[src/rtl/deal_hand.sv]
`default_nettype none
// ============================================================================
// Module      : deal_hand
// Description : Deals 9 unique cards from a 52-card deck using a 16-bit
//               Fibonacci LFSR and packs two 7-card hands (2 hole cards plus
//               5 shared community cards) for the downstream rank sorters.
// Ports       : clk        - system clock, rising edge
//               rst_n      - synchronous active-low reset
//               seed_load  - load seed into LFSR (IDLE/DONE only)
//               seed       - 16-bit seed value (zero maps to SEED_DEFAULT)
//               start      - begin a new deal (IDLE/DONE only)
//               busy       - high while drawing
//               hand_valid - high while hands are complete and stable
//               hand_a     - {C5,C4,C3,C2,C1,A2,A1}, 6 bits per card
//               hand_b     - {C5,C4,C3,C2,C1,B2,B1}, 6 bits per card
// Revision    : 1.0 - initial release
// ============================================================================
module deal_hand #(
  parameter logic [15:0] SEED_DEFAULT = 16'hACE1
) (
  input  logic        clk,
  input  logic        rst_n,
  input  logic        seed_load,
  input  logic [15:0] seed,
  input  logic        start,
  output logic        busy,
  output logic        hand_valid,
  output logic [41:0] hand_a,
  output logic [41:0] hand_b
);

  typedef enum logic [1:0] {
    IDLE = 2'd0,
    DRAW = 2'd1,
    DONE = 2'd2
  } state_t;

  state_t      state;
  logic [15:0] lfsr;
  logic [63:0] used;       // one bit per raw 6-bit card code
  logic [3:0]  count;      // cards accepted so far, 0..9
  logic [5:0]  slot [0:7]; // first 8 accepted cards; the 9th is muxed in directly

  logic [5:0]  cand;
  logic        rank_ok;
  logic        accept;
  logic        feedback;

  assign cand     = lfsr[5:0];
  assign rank_ok  = (cand[3:0] >= 4'd2) && (cand[3:0] <= 4'd14);
  assign accept   = rank_ok && !used[cand];
  assign feedback = lfsr[15] ^ lfsr[13] ^ lfsr[12] ^ lfsr[10];

  always_ff @(posedge clk) begin
    if (!rst_n) begin
      state      <= IDLE;
      lfsr       <= SEED_DEFAULT;
      used       <= 64'd0;
      count      <= 4'd0;
      busy       <= 1'b0;
      hand_valid <= 1'b0;
      hand_a     <= 42'd0;
      hand_b     <= 42'd0;
      for (int i = 0; i < 8; i++) begin
        slot[i] <= 6'd0;
      end
    end else begin
      case (state)
        IDLE, DONE: begin
          if (seed_load) begin
            lfsr <= (seed == 16'd0) ? SEED_DEFAULT : seed;
          end
          if (start) begin
            used       <= 64'd0;
            count      <= 4'd0;
            hand_valid <= 1'b0;
            busy       <= 1'b1;
            state      <= DRAW;
          end
        end

        DRAW: begin
          lfsr <= {lfsr[14:0], feedback};
          if (accept) begin
            used[cand] <= 1'b1;
            count      <= count + 4'd1;
            if (count < 4'd8) begin
              slot[count[2:0]] <= cand;
            end else begin
              // 9th card: publish both hands on this same edge
              state      <= DONE;
              busy       <= 1'b0;
              hand_valid <= 1'b1;
              hand_a     <= {cand, slot[7], slot[6], slot[5], slot[4], slot[2], slot[0]};
              hand_b     <= {cand, slot[7], slot[6], slot[5], slot[4], slot[3], slot[1]};
            end
          end
        end

        default: begin
          state <= IDLE;
          busy  <= 1'b0;
        end
      endcase
    end
  end

endmodule
`default_nettype wire

[config.mk]
export PLATFORM = sky130hd
export DESIGN_NAME = deal_hand
export DESIGN_NICKNAME = d
export VERILOG_FILES = /design/src/rtl/deal_hand.sv
export SDC_FILE = /design/constraint.sdc
export NUM_CORES = 1
export LEC_CHECK = 0
export BUFFER_PORTS_ARGS = -buffer_cell sky130_fd_sc_hd__buf_2
export CORE_ASPECT_RATIO = 1.4
export CORE_UTILIZATION = 50
export CTS_BUF_LIST = sky130_fd_sc_hd__clkbuf_8
export DETAILED_ROUTE_END_ITERATION = 12
export GPL_TIMING_DRIVEN = 0
export PLACE_DENSITY = 0.68
export SYNTH_ARGS = -nofsm -noshare
export SYNTH_HDL_FRONTEND = slang
export SYNTH_SLANG_ARGS = --single-unit
[constraint.sdc]
create_clock -name clk -period 3.3 [get_ports clk]
set_input_delay 0.165 -clock clk [delete_from_list [all_inputs] [get_ports clk]]
set_output_delay 0.165 -clock clk [all_outputs]
set_load 0.01 [all_outputs]
After elaboration in Yosys (flattened, before gate mapping)
Memory sizes are Yosys's and may differ from the RTL's. A register that Yosys moved wholly into a read port is not among the register bits.
Index checks and enable logic that the tools add are counted.
{ "word_totals": {"regBits": 172, "ram_bits": 48, "in_bits": 20, "memories": 1} }
{ "memory_table": {"columns": ["memory", "words", "width", "read_ports", "rd_ports_with_merged_regs", "wr", "line", "rtl"], "rows": [
  ["slot", 8, 6, 8, 4, 8, "42", "logic [5:0] slot [0:7];"]
]} }
{ "classes": {"add_sub_neg": 1, "n_lt_le_gt_ge": 5, "n_eq_ne": 6, "mux": 34, "bitwise": 5, "reduce_logical": 18} }
{ "op_table": {"columns": ["op", "count"], "rows": [
  ["$mux W64", 2],
  ["$pmux W64 S2", 1],
  ["$or A64 B64 Y64", 1],
  ["$mux W16", 2],
  ["$pmux W16 S2", 1],
  ["$logic_not A16 Y1", 1],
  ["$mux W1", 15],
  ["$reduce_and A3 Y1", 3],
  ["$mux W4", 2],
  ["$ne A2 B2 Y1 const B", 4],
  ["$pmux W4 S2", 1],
  ["$lt A6 B7 Y1 const B", 1],
  ["$bmux W1 S6", 1],
  ["$demux W1 S6", 1],
  ["$ge A6 B1 Y1 const B", 1],
  ["$mux W2", 3],
  ["$mux W6", 1],
  ["$reduce_or A6 Y1", 1],
  ["$logic_not A1 Y1", 5],
  ["$add A4 B1 Y4 const B", 1],
  ["$ge A4 B2 Y1 const B", 1],
  ["$le A4 B4 Y1 const B", 1],
  ["$lt A4 B4 Y1 const B", 1],
  ["$pmux W1 S2", 2],
  ["12 further kinds", 16]
]} }

Logic depth before layout (Yosys ltp)
{ "depth": {"ltp_word": 10, "ltp_mapped": 13, "ltp_nobuf": 7} }

Least setup slack after synthesis
OpenSTA, ideal clock, no wires.
{ "synth_timing": {"path_kind": "reg-to-reg", "start": "register lfsr[1]", "end": "memory slot[1][0], enable pin", "setup_ns": 0.322, "arrival_time_ns": 2.495, "setup_slack_ns": 0.482, "stages_incl_launch_ff": 10, "synth_period_minus_slack_ns": 2.818, "path_cell_list": "dfxtp_1 > buf_4 > mux2_1 > a221oi_1 > o22ai_1 > a221o_1 > nor4_4 > buf_4 > and4b_1 > nand2b_1"} }
{ "synth_lines": {"columns": ["item", "line", "rtl"], "rows": [
  ["start, declared", "39", "logic [15:0] lfsr;"],
  ["start signal, assigned", "71", "lfsr <= (seed == 16'd0) ? SEED_DEFAULT : seed;"],
  ["start signal, assigned", "83", "lfsr <= {lfsr[14:0], feedback};"],
  ["end, declared", "42", null]
]} }

==> flow_metrics.py <==
metrics = {
    "outcome": {
        "outcome": "complete, no violations",
    },
    "final_layout": {
        "fillers": 1357,
        "layout.nets": 943,
        "drive_gt1_share_pct": 23.1,
        "regArea_um2": 4280,
        "multiInputGateArea_um2": 3370,
        "diodes": 0,
        "syn2layout_area_growth_pct": 16.2,
    },
    "pwr": {
        "p_leak_nw": 3.95,
        "ir_drop_mv": 0.354,
        "comb_power_share_pct": 10.6,
        "net-switching-power_w": 0.00120,
        "power.density_nw_per_um2": 492,
        "p_int_w": 0.00351,
        "p_clk_share_pct": 37.2,
        "pwr-share-seq_pct": 52.2,
        "swShare_pct": 25.5,
        "total_power_w": 0.00470,
    },
    "clocking": {
        "clk_pin_slew_ns": 0.09,
        "htreeDepth": 4,
        "cts_sinks": 190,
        "cts_tree": "built",
        "cts_inserted_buffers": 17,
        "clockBufferDepth": 2,
        "clockRootBuffer": "clkbuf_8",
        "insertion_delay_ns": 0.47,
    },
    "placed_design": {
        "place.gp.congestion": 0.991,
        "numPortBuffers": 105,
        "place_hpwl_mm": 14.2,
    },
    "routing": {
        "vias": 6339,
        "ant_nets": 0,
        "routed_wl_mm": 19.9,
        "drt-pass1-iter-count": 5,
        "routedWlPerCell_um": 17.5,
        "drc": 0,
        "viasPerCell": 5.59,
        "drtIter0Drc": 402,
    },
    "floorplan": {
        "num_rows": 55,
        "start_util_pct": 51.1,
        "die_area_um2": 17000,
        "die_w_um": 110,
        "core-area_um2": 16100,
        "fp.dieH_um": 154,
        "io_pins": 106,
    },
    "critical_path": {
        "cpPeakStageDelay_ns": 0.37,
        "cp_data_required_time_ns": 3.48,
        "crit_path_start_kind": "flop",
        "worstReg2RegStart": "lfsr[2]",
        "cp_common_cell": "buf_2",
        "cp_max_fo": 10,
        "critPathCaptureType": "flop",
        "path_cells": "buf_2 -> clkbuf_4 -> buf_2 -> a21oi_1 -> o31ai_1 -> o311ai_1 -> nor4_4 -> buf_4 -> and4b_1 -> nand2b_4",
        "critPathLaunch": "lfsr[2]",
        "critical_path_arrival_ns": 3.35,
        "crit_type": "flop to flop",
        "slowest_stage": "nor4_4",
    },
    "yosys": {
        "synth.distinct_cells": 58,
        "ys.flop_type": "dfxtp_1",
        "synth_cells": 792,
        "ys_top_cells_by_area": "dfxtp_1 35%, edfxtp_1 18%, mux2i_1 7.8%, nand2_1 6.5%, a32o_1 4.9%",
        "syn_avg_cell_area_um2": 10.4,
        "async_flop_share_pct": 0,
        "synth_top_area_share_pct": 34.6,
        "netlist_area_um2": 8230,
        "synth_edf_count": 48,
        "synth_top_area_cell": "dfxtp_1",
        "seq_area_frac_synth_pct": 52.1,
        "ys_top_cells_by_count": "142 x dfxtp_1, 142 x nand2_1, 64 x mux2i_1, 54 x and2_1, 48 x edfxtp_1",
        "synth_nets": 813,
        "ys_ff_latch": 190,
        "ys_warn_count": 0,
    },
    "global_routing": {
        "grt_overflow_total": 0,
        "grt_pass1_wl_mm": 31.2,
        "antenna_found_initial": 0,
        "grt_pass1_vias": 5902,
        "grt_max_degree": 18,
        "track_usage_pct": 23.5,
    },
    "timing": {
        "setup_tns_ns": 0,
        "slew_headroom_pct": 5.00,
        "min_period_ns": 3.17,
        "grt_setup_unrepaired": "no",
        "fmax_mhz": 316,
        "skew_ns": 0.0168,
        "finalSetupViolations": 0,
        "hold_violations": 0,
        "period_share_pct": 95.9,
        "drv_slew": 0,
        "worstMarginPinSlew_ns": 1.41,
    },
    "hold_path": {
        "hp-start": "seed[14]",
        "hp-class": "input port to flop",
    },
    "run": {
        "max_cap_violations": 0,
    },
}
-- final cells by class --
cell class,instances,share of cell area [%]
plain buffers,97,6.24
clock buffers,18,2.59
clock inverters,14,2.21
inverters,4,0.157
multi-input cells,501,35.3
flip-flops and latches,190,44.8
well taps,199,2.60
repair buffers,111,6.10
-- timing repair --
action | 4_1_cts | 5_1_grt
hold buffers | 5 | 0
buffers inserted | 1 | 0
setup endpoints to repair | 43 | 49
pin swaps | 1 | 1
gates cloned | 0 | 0
gates resized for setup | 8 | 9
endpoints found under the hold margin | 5 | 0
-- cell usage in the layout, fill, tap and decap left out, drive strengths merged, types with 3 or more instances in the layout --
cell | synthesis | layout
and3 | 22 | 22
o21a | 3 | 3
mux2 | 7 | 7
mux4 | 3 | 3
nand3 | 3 | 3
nand4 | 9 | 9
edfxtp | 48 | 48
mux2i | 64 | 64
bufinv | 0 | 5
and4b | 4 | 4
nor3b | 3 | 3
o21ai | 17 | 17
dlygate4sd3 | 0 | 5
a21oi | 8 | 8
dfxtp | 142 | 142
a221o | 3 | 3
nand2 | 142 | 142
buf | 56 | 160
and4 | 4 | 4
nand2b | 15 | 15
inv | 4 | 10
nor2 | 23 | 23
a32o | 40 | 40
xnor2 | 3 | 3
o221ai | 7 | 7
or3b | 3 | 3
nor2b | 8 | 8
and2 | 55 | 55
nand3b | 4 | 4
nor4 | 6 | 6
a221oi | 6 | 6
clkbuf | 41 | 61
nor3 | 9 | 9
a22o | 8 | 8
o22ai | 3 | 3
-- state kept, by name (all words and copies together) (netlist names), 2 cells and up --
signal  flops
count       4
hand_a     42
hand_b     12
lfsr       16
slot       48
state       2
used       64
-- critical path: cells and delay by family, from the launching register on --
| family | cells | cell delay, ns |
|---|---|---|
| compound gates | 3 | 0.64 |
| buf+inv | 4 | 0.98 |
| flops | 1 | 0.33 |
| simple gates | 3 | 0.92 |
-- layer usage --
layer | vias to the layer above | GRT usage, % | wire length (um)
met3 | 44 | 3.74 | 867
met1 | 3024 | 26.5 | 7980
met5 | - | 0 | 0
met2 | 218 | 43.1 | 10500
met4 | 0 | 10.8 | 561
li1 | 3053 | - | -
-- power by group through the flow --
stage	logic (W)	registers (W)	clock network, W
2_1_floorplan	0.000315	0.00250	0
3_3_place_gp	0.000478	0.00251	0
3_5_place_dp	0.000480	0.00251	0
4_1_cts	0.000489	0.00246	0.00178
5_1_grt	0.000531	0.00246	0.00186
6_report	0.000497	0.00245	0.00175
-- cell families (layout without fill, tap and decap cells) --
kind of cell | Yosys count | in the layout | share of synthesized area (%)
AND/OR/NAND/NOR | 313 | 313 | 19.5
flip-flops | 190 | 190 | 52.1
AO/OA/AOI/OAI | 110 | 110 | 11.1
buffers and inverters | 101 | 244 | 7.36
multiplexers | 74 | 74 | 9.57
XOR/XNOR | 3 | 3 | 0.319
adder cells (fa/ha/maj) | 1 | 1 | 0.152
-- final timing paths --
kind | end | slack, ns | cells past startpoint
min | lfsr[14] | 0.02 | 3
max | slot[6][1] | 0.13 | 10
min reg2reg | used[22] | 0.46 | 2
max reg2reg | slot[6][1] | 0.13 | 10
-- per-stage QoR --
stage | util [%] | hold WS (ns) | setup WS, ns | std cells | instance area, um2
6_report | 59.4 | 0.0250 | 0.134 | 1134 | 9560
5_1_grt | 59.4 | 0.0384 | 0.00178 | 1134 | 9560
4_1_cts | 59.2 | 0.0106 | 0.0121 | 1134 | 9540
3_5_place_dp | 55.9 | 0.436 | -0.149 | 1096 | 9000
3_3_place_gp | 55.9 | 0.427 | -0.111 | 1096 | 9000
2_1_floorplan | - | 0.321 | 0.482 | 792 | 8230
Power figures use the tool's default switching activity.
